## src/rtl/fp_pkg.sv

```systemverilog
// Shared definitions for the Nroot Taylor mantissa datapath.
//   state_t     : sequencer state encoding for mant_seq_mul
//   MANT_WIDTH  : default mantissa width, hidden bit included (single precision)
package fp_pkg;

    typedef enum logic [1:0] {
        IDLE = 2'd0,
        RUN  = 2'd1,
        DONE = 2'd2
    } state_t;

    localparam int MANT_WIDTH = 24;

endpackage

```

## src/rtl/rca_nbit.sv

```systemverilog
// Combinational WIDTH-bit ripple-carry adder built from half-adder cells.
// Bit 0 is a lone half adder because there is no carry-in. Every higher bit is
// a full adder made of two half adders whose carries are ORed.
//   x, y  : addends
//   sum   : WIDTH-bit sum
//   cout  : carry out of the top bit
module rca_nbit #(
    parameter int WIDTH = 24
) (
    input  logic [WIDTH-1:0] x,
    input  logic [WIDTH-1:0] y,
    output logic [WIDTH-1:0] sum,
    output logic             cout
);

    logic [WIDTH-1:0] carry;

    for (genvar i = 0; i < WIDTH; i++) begin : g_bit
        if (i == 0) begin : g_ha
            assign sum[i]   = x[i] ^ y[i];
            assign carry[i] = x[i] & y[i];
        end else begin : g_fa
            logic p;
            logic g1;
            logic g2;
            // first half adder: operand bits
            assign p  = x[i] ^ y[i];
            assign g1 = x[i] & y[i];
            // second half adder: partial sum plus incoming carry
            assign sum[i]   = p ^ carry[i-1];
            assign g2       = p & carry[i-1];
            assign carry[i] = g1 | g2;
        end
    end

    assign cout = carry[WIDTH-1];

endmodule

```

## src/rtl/mant_seq_mul.sv

```systemverilog
// Sequential shift-and-add unsigned mantissa multiplier.
// One WIDTH-bit ripple addition per cycle; fixed latency of WIDTH cycles from
// the accepted start edge to the done pulse, one operation in flight.
//   clk      : rising-edge clock
//   rst_n    : synchronous active-low reset
//   start    : request, only honoured in IDLE or DONE
//   a, b     : multiplicand / multiplier, captured on the accepted start
//   busy     : operation in progress
//   done     : one-cycle pulse, product valid from this cycle
//   product  : full 2*WIDTH-bit product, held until the next completion
module mant_seq_mul
    import fp_pkg::*;
#(
    parameter int WIDTH = MANT_WIDTH
) (
    input  logic               clk,
    input  logic               rst_n,
    input  logic               start,
    input  logic [WIDTH-1:0]   a,
    input  logic [WIDTH-1:0]   b,
    output logic               busy,
    output logic               done,
    output logic [2*WIDTH-1:0] product
);

    localparam int CW = (WIDTH > 1) ? $clog2(WIDTH) : 1;

    state_t           state;
    logic [CW-1:0]    cnt;
    logic [WIDTH-1:0] mcand;
    logic [WIDTH-1:0] acc;
    logic [WIDTH-1:0] mplier;

    logic [WIDTH-1:0] addend;
    logic [WIDTH-1:0] sum_lo;
    logic             sum_co;
    logic [WIDTH:0]   sum;

    always_comb begin
        addend = mplier[0] ? mcand : '0;
    end

    rca_nbit #(.WIDTH(WIDTH)) u_rca (
        .x    (acc),
        .y    (addend),
        .sum  (sum_lo),
        .cout (sum_co)
    );

    assign sum = {sum_co, sum_lo};

    always_ff @(posedge clk) begin
        if (!rst_n) begin
            state   <= IDLE;
            busy    <= 1'b0;
            done    <= 1'b0;
            product <= '0;
            cnt     <= '0;
            acc     <= '0;
            mcand   <= '0;
            mplier  <= '0;
        end else begin
            case (state)
                IDLE, DONE: begin
                    done <= 1'b0;
                    if (start) begin
                        mcand  <= a;
                        acc    <= '0;
                        mplier <= b;
                        cnt    <= CW'(WIDTH - 1);
                        busy   <= 1'b1;
                        state  <= RUN;
                    end else begin
                        busy  <= 1'b0;
                        state <= IDLE;
                    end
                end
                RUN: begin
                    // Right shift of {carry, acc, mplier}: the sum's LSB drops
                    // into the top of the multiplier register as it retires.
                    acc    <= sum[WIDTH:1];
                    mplier <= {sum[0], mplier[WIDTH-1:1]};
                    if (cnt == '0) begin
                        product <= {sum, mplier[WIDTH-1:1]};
                        busy    <= 1'b0;
                        done    <= 1'b1;
                        state   <= DONE;
                    end else begin
                        cnt <= cnt - 1'b1;
                    end
                end
                default: begin
                    busy  <= 1'b0;
                    done  <= 1'b0;
                    state <= IDLE;
                end
            endcase
        end
    end

endmodule

```

## config.mk

```make
export PLATFORM = sky130hd
export DESIGN_NAME = mant_seq_mul
export DESIGN_NICKNAME = d
export VERILOG_FILES = /design/src/rtl/fp_pkg.sv /design/src/rtl/rca_nbit.sv /design/src/rtl/mant_seq_mul.sv
export SDC_FILE = /design/constraint.sdc
export NUM_CORES = 1
export LEC_CHECK = 0
export ABC_CLOCK_PERIOD_IN_PS = 9000
export CAP_MARGIN = 20
export CORE_MARGIN = 2
export CORE_UTILIZATION = 47
export CTS_CLUSTER_DIAMETER = 150
export DETAILED_ROUTE_END_ITERATION = 6
export PLACE_DENSITY = 0.76
export REMOVE_ABC_BUFFERS = 1
export SLEW_MARGIN = 5
export SYNTH_ARGS = -nofsm -noshare
export SYNTH_HDL_FRONTEND = slang
export SYNTH_SLANG_ARGS = --single-unit
```

## constraint.sdc

```tcl
create_clock -name clk -period 9 [get_ports clk]
set_clock_uncertainty 0.15 [all_clocks]
set_input_delay 2.25 -clock clk [delete_from_list [all_inputs] [get_ports clk]]
set_output_delay 2.25 -clock clk [all_outputs]
set_load 0.03 [all_outputs]
```

After elaboration in Yosys (flattened, before gate mapping):

Cells that the tools add are included.

* register bits after elaboration: 129
* output and inout bits: 50

* reduce and logical (&&, ||, !) cells: 9
* eq/ne operators: 5
* mux-type cells: 14
* $add $sub $neg: 1
* bitwise logic cells: 117

Operators with widths (count)
* 24-bit one-hot mux with 2 select lines: 2
* 24-bit two-way mux: 3
* 1-bit bitwise AND: 47
* 1-bit XOR: 47
* 1-bit OR: 23
* 5-bit two-way mux: 2
* 5-bit one-hot mux with 2 select lines: 1
* 2-bit AND reduction: 4
* 2-bit != test (second input constant): 3
* 5-bit zero test: 1
* 5-bit by 1-bit subtractor with 5-bit output (second input constant): 1
* 2-bit one-hot mux with 2 select lines: 1
* 1-bit two-way mux: 3
* 3-bit AND reduction: 1
* 2-bit by 1-bit equality test with 1-bit output (second input constant): 1
* 2-bit equality test (second input constant): 1
* 2-bit zero test: 1
* 2-bit two-way mux: 1
* 1-bit one-hot mux with 2 select lines: 1
* 2-bit nonzero test: 1
* 2-bit OR reduction: 1

Depth between registers and ports, before layout:

* depth after elaboration: 49
* depth in mapped cells: 30

Modules after synthesis:

From an unflattened synthesis, not the netlist that was laid out.

* cell total of the unflattened synthesis: 609
* area, all modules: 5450.2 sq um

By module, submodules not included
* mant_seq_mul: cells an instance 580, area each 4958.5 sq um, times used 1
* rca_nbit: cells an instance 29, area each 491.7 sq um, times used 1

Worst setup path before layout:

OpenSTA, ideal clock, no wires.

* kind: register to register
* from: register mplier[0]
* to: register acc[22]
* arrival: 9.657 ns
* setup slack: -0.934 ns
* stages on the path, launching flop included: 30
* data required time: 8.723 ns
* cell sequence: dfxtp_1 clkbuf_1 clkbuf_1 nand2_1 fa_1 fa_1 fa_1 fa_1 fa_1 fa_1 fa_1 fa_1 fa_1 fa_1 fa_1 fa_1 fa_1 fa_1 fa_1 fa_1 fa_1 fa_1 fa_1 fa_1 fa_1 inv_1 fa_1 inv_1 fa_1 o21ai_0

* cells in the longest elaborated chain, start to end: 48
* elaborated cells on any way between the ends: 93
* classes of those cells: 2 x mux; 91 x bitwise

Ends and longest elaborated chain
* from (decl): line mant_seq_mul.sv:32 `logic [WIDTH-1:0] mplier;`
* from (signal assigned): line mant_seq_mul.sv:82 `mplier <= {sum[0], mplier[WIDTH-1:1]};`
* 24-bit two-way mux (*): line mant_seq_mul.sv:40 `addend = mplier[0] ? mcand : '0;`
* 1-bit XOR or 1-bit bitwise AND (tied branches): line rca_nbit.sv:27, rca_nbit.sv:21
* 1-bit bitwise AND: line rca_nbit.sv:31 `assign g2 = p & carry[i-1];`
* 1-bit OR: line rca_nbit.sv:32 `assign carry[i] = g1 | g2;`
* 1-bit bitwise AND: line rca_nbit.sv:31
* 1-bit OR: line rca_nbit.sv:32
* 1-bit bitwise AND: line rca_nbit.sv:31
* 1-bit OR: line rca_nbit.sv:32
* [... 32 more ...]
* 1-bit bitwise AND: line rca_nbit.sv:31
* 1-bit OR: line rca_nbit.sv:32
* 1-bit bitwise AND: line rca_nbit.sv:31
* 1-bit OR: line rca_nbit.sv:32
* 1-bit bitwise AND: line rca_nbit.sv:31
* 1-bit OR: line rca_nbit.sv:32
* 1-bit XOR (*): line rca_nbit.sv:30 `assign sum[i] = p ^ carry[i-1];`
* 24-bit one-hot mux with 2 select lines (*): line mant_seq_mul.sv:63 `case (state)`
* to (signal assigned): line mant_seq_mul.sv:81 `acc <= sum[WIDTH:1];`
* to (decl): line mant_seq_mul.sv:31 `logic [WIDTH-1:0] acc;`

Every way passes the cells marked *; elsewhere a longest branch is shown, timed or not.
A chain may end at the register's enable or synchronous reset.

Worst setup path in the final report:

* from: register mcand[0]
* to: register acc[22]

* cells in the longest elaborated chain, start to end: 48

Ends and longest elaborated chain
* from (decl): line mant_seq_mul.sv:30 `logic [WIDTH-1:0] mcand;`
* from (signal assigned): line mant_seq_mul.sv:60 `mcand <= '0;`
* from (signal assigned): line mant_seq_mul.sv:67 `mcand <= a;`
* 24-bit two-way mux: line mant_seq_mul.sv:40
* 1-bit bitwise AND: line rca_nbit.sv:21 `assign carry[i] = x[i] & y[i];`
* 1-bit bitwise AND: line rca_nbit.sv:31
* 1-bit OR: line rca_nbit.sv:32
* 1-bit bitwise AND: line rca_nbit.sv:31
* 1-bit OR: line rca_nbit.sv:32
* 1-bit bitwise AND: line rca_nbit.sv:31
* 1-bit OR: line rca_nbit.sv:32
* [... 32 more ...]
* 1-bit bitwise AND: line rca_nbit.sv:31
* 1-bit OR: line rca_nbit.sv:32
* 1-bit bitwise AND: line rca_nbit.sv:31
* 1-bit OR: line rca_nbit.sv:32
* 1-bit bitwise AND: line rca_nbit.sv:31
* 1-bit OR: line rca_nbit.sv:32
* 1-bit XOR: line rca_nbit.sv:30
* 24-bit one-hot mux with 2 select lines: line mant_seq_mul.sv:63

Every way passes these cells.

==> impl_summary.txt <==
----------------------------------------------------
[Run status]
  Run status ... finished, violations left
  Failing checks ... setup timing

[Critical path]
  Highest fanout seen on the critical path ... 2
  Crit Reg-Reg Startpoint ... mcand[0]
  Signal arrival time at the worst endpoint ... 9.30 ns
  Most frequent cell on the critical path ... sky130_fd_sc_hd__fa_2
  Critical Path Sink Type ... flop
  Total buffers and inverters traversed by the critical path ... 3
  Cell family contributing the most delay on the critical path ... adder cells
  Slowest cell on the critical path ... sky130_fd_sc_hd__fa_1
  Worst reg2reg setup slack ... -0.19 ns
  Delay of the slowest cell on the worst path ... 0.51 ns
  Startpoint Class ... flop
  Reg2reg end ... acc[22]
  Type of the worst setup path ... flop to flop
  Number of cells on the worst reg-to-reg path ... 29
  WP data required ... slightly above 9 ns

[Cells and area]
  Most common cell after layout, fill and taps aside ... sky130_fd_sc_hd__nand2_1
  Net count, final ... 780
  # diodes ... 0
  Fraction of layout cells with a size suffix above 1 ... 13.8%
  Synth-to-layout area growth ... 34.4%
  Most frequent cells in the layout ... sky130_fd_sc_hd__nand2_1, sky130_fd_sc_hd__dfxtp_1, sky130_fd_sc_hd__clkdlybuf4s50_1, sky130_fd_sc_hd__nor2_1, sky130_fd_sc_hd__a21oi_1
  Final Instance Count excl. Fillers ... 856
  Final instance area ... ~0.007 mm^2

[Run]
  Max cap viols ... 0

[Hold path]
  Class of the most critical hold timing path ... flop to flop
  Hold Crit Start ... product[45]
  Endpoint, Worst Hold ... product[45]
  Cell count of the worst hold path ... 2

[CTS]
  Cell at the root of the clock tree ... sky130_fd_sc_hd__clkbuf_16
  Clock latency of the later-clocked register in the worst-skew pair ... 0.41 ns
  Count of hold buffers inserted by post-cts repair ... 0
  Clock Tree Buf Depth ... 2
  Level count of the clock H-tree ... 4
  TritonCTS clock tree ... yes
  CTS clock-pin slew for the worst setup and hold paths ... approximately 0.050 ns
  Number of sinks driven by the clock tree ... 128
  Inserted Clock Buffers ... 17

[Synthesis]
  Synthesized-area fraction occupied by ao, oa, aoi and oai cells ... 17.6%
  Number of enable-type register cells in the synthesized netlist ... 0
  Post-Syn Area ... roughly 0.0054 mm^2
  Synth Area per Inst ... roughly 8.7 um^2
  Flip-flop cell with the highest count after synthesis ... sky130_fd_sc_hd__dfxtp_1
  Share of flip-flops with an asynchronous set or reset after synthesis ... 0%
  Area share of xor/xnor cells in the synthesized design ... 0%
  Yosys reg bits ... 128
  Simple-Gate Fraction of Synth Area ... 19.4%
  Synth Area in Adders ... about a tenth
  Leading cell types by total area after synthesis ... sky130_fd_sc_hd__dfxtp_1, sky130_fd_sc_hd__nand2_1, sky130_fd_sc_hd__fa_1, sky130_fd_sc_hd__a211oi_2, sky130_fd_sc_hd__a21oi_1
  Fraction of the yosys area taken by sequential cells ... 47.9%
  Main combinational cell family by area after synthesis ... simple AND/OR/NAND/NOR gates
  Multiplexer fraction of the synthesized cell area ... 0%
  Cell type contributing the most total cell area after synthesis ... sky130_fd_sc_hd__dfxtp_1
  Area fraction of the dominant cell type after synthesis ... 47.9%
  Warnings, synthesis ... 0
  Cell count after synthesis ... just over 600
  Library cells used by synthesis ... 35

[Global route]
  Aggregate global-route resource usage ... 20.5%
  Initial antenna violation count ... 0
  Maximum number of pins on one net before global-route repair ... 100
  First-pass GRT wire length ... 20700 um
  Vias in the first global route ... 4321
  Overflow left after global routing ... 0

[Floorplan]
  Ports placed on the boundary ... 101
  Number of rows in the core area ... 38
  Die outline width ... roughly 110 um
  Die area ... 0.0123 mm^2
  Effective utilization at floorplan ... 48.7%
  Vert. Die Dim ... 111 um
  Floorplan core area ... 0.0110 mm^2

[Drt]
  Vias per Instance ... 5.23
  Final routed wire length divided by cell count ... 14.8 um
  Wire length reported by the detailed router ... 12700 um
  Via count ... 4474
  Post-route antenna net violation count ... 0
  Initial DRC Count ... 237
  Post-detailed-route DRC marker count ... 0
  Number of iterations in the first detailed-routing pass ... 7

[Placement]
  Pre-CTS setup slack ... -1.03 ns
  Quantity of I/O buffers inserted on ports ... 100
  Cell count after placement ... 820
  Final estimated routing congestion in global placement ... 0.774
  Post-Place Cell Area ... 0.00639 mm^2
  Half-perimeter wire length after placement ... 7570 um

[Timing]
  Actual slew at the worst max-slew pin ... approximately 1.0 ns
  Time the worst path needs with I/O delays and setup ... about 9 ns
  Count of endpoints failing setup in the final report ... 5
  Crit share post-route ... 102%
  Post-route worst setup slack ... -0.194 ns
  Relative slew slack ... 30.4%
  Maximum clock frequency ... 109 MHz
  Pins Over Slew Limit ... 0
  Total count of hold-check failures in the final report ... 0
  RSZ-0062 raised after global routing ... true

[Pwr]
  Clock power share ... 46.8%
  Sw power ... 0.405 mW
  Part of the power in registers ... roughly 40%
  Switching Share ... about a quarter
  Leak Pwr ... 2.42 nW
  Peak VDD IR ... 136 uV
  Internal power of the cells ... 1.18 mW
  PwrDens ... roughly 220 mW/mm^2
  Comb pwr share ... a little over an eighth

----------------------------------------------------
-- cells by family after synthesis --
logic type               after synthesis
buffers and inverters                 71
AO/OA/AOI/OAI                        131
flip-flops                           128
AND/OR/NAND/NOR                      262
adder cells (fa/ha/maj)               26
-- through the flow --
stage	power [mW]	util, %	TNS (ns)	hold slack [ns]
floorplan	0.759	-	-7.08	0.275
global placement	0.835	58.0	-5.01	0.284
detailed placement	0.843	58.2	-6.37	0.292
CTS	1.58	64.7	-0.381	0.303
global route	1.64	65.5	-1.54	0.323
finish	1.58	65.5	-0.596	0.300
-- cell usage after synthesis, types with 3 or more instances --
library cell and instances:
sky130_fd_sc_hd__a211oi_2 22, sky130_fd_sc_hd__a21oi_1 51, sky130_fd_sc_hd__a311oi_1 24, sky130_fd_sc_hd__buf_2 5, sky130_fd_sc_hd__buf_4 4, sky130_fd_sc_hd__buf_6 3
sky130_fd_sc_hd__clkbuf_1 30, sky130_fd_sc_hd__dfxtp_1 128, sky130_fd_sc_hd__fa_1 23, sky130_fd_sc_hd__ha_1 3, sky130_fd_sc_hd__inv_1 27, sky130_fd_sc_hd__nand2_1 195
sky130_fd_sc_hd__nor2_1 54, sky130_fd_sc_hd__o21ai_0 22
-- power by group through the flow --
stage / Clock, mW / Sequential (mW) / Combinational [mW]
2_1_floorplan: 0 / 0.658 / 0.101
3_3_place_gp: 0 / 0.637 / 0.197
3_5_place_dp: 0 / 0.639 / 0.204
4_1_cts: 0.747 / 0.628 / 0.208
5_1_grt: 0.774 / 0.632 / 0.233
6_report: 0.742 / 0.628 / 0.213
-- layout make-up --
cell class | count | area, um^2
flip-flops and latches | 128 | 2560
clock buffers | 20 | 467
inverters | 28 | 106
fillers | 876 | 3790
repair buffers | 109 | 1130
multi-input cells | 419 | 2570
clock inverters | 12 | 180
well taps | 140 | 175
-- worst reg2reg max path, delay by kind of cell, from the launching register on --
family	cells	cell delay [ns]
buf+inv	3	0.14
simple gates	1	0.15
compound gates	1	0.08
flops	1	0.33
fa+ha+maj	24	8.20
-- routing by layer --
metal	wire length [um]	global-route usage, %
met1	5520	26.3
met2	6440	34.6
met3	576	5.08
met4	116	5.33
met5	0	0
-- how the worst max path moves through the flow --
stage,start,endpoint,cells past startpoint
5_1_grt,mcand[0],product[46],29
6_report,mcand[0],acc[22],29
4_1_cts,mplier[0],product[46],29
3_5_place_dp,mcand[0],acc[22],29
3_3_place_gp,mcand[0],product[46],29
2_1_floorplan,mplier[0],product[46],29
-- state kept, by name (all words and copies together) (netlist names) --
| name | cells |
|---|---|
| mplier | 24 |
| acc | 24 |
| done | 1 |
| cnt | 5 |
| state | 2 |
| product | 48 |
| mcand | 24 |
-- what timing repair did --
| item | in CTS | in global routing |
|---|---|---|
| pin swaps | 1 | 0 |
| gates resized for setup | 32 | 0 |
| setup endpoints to repair | 10 | 6 |
| buffers inserted | 0 | 1 |
(Power assumes the default switching activity.)
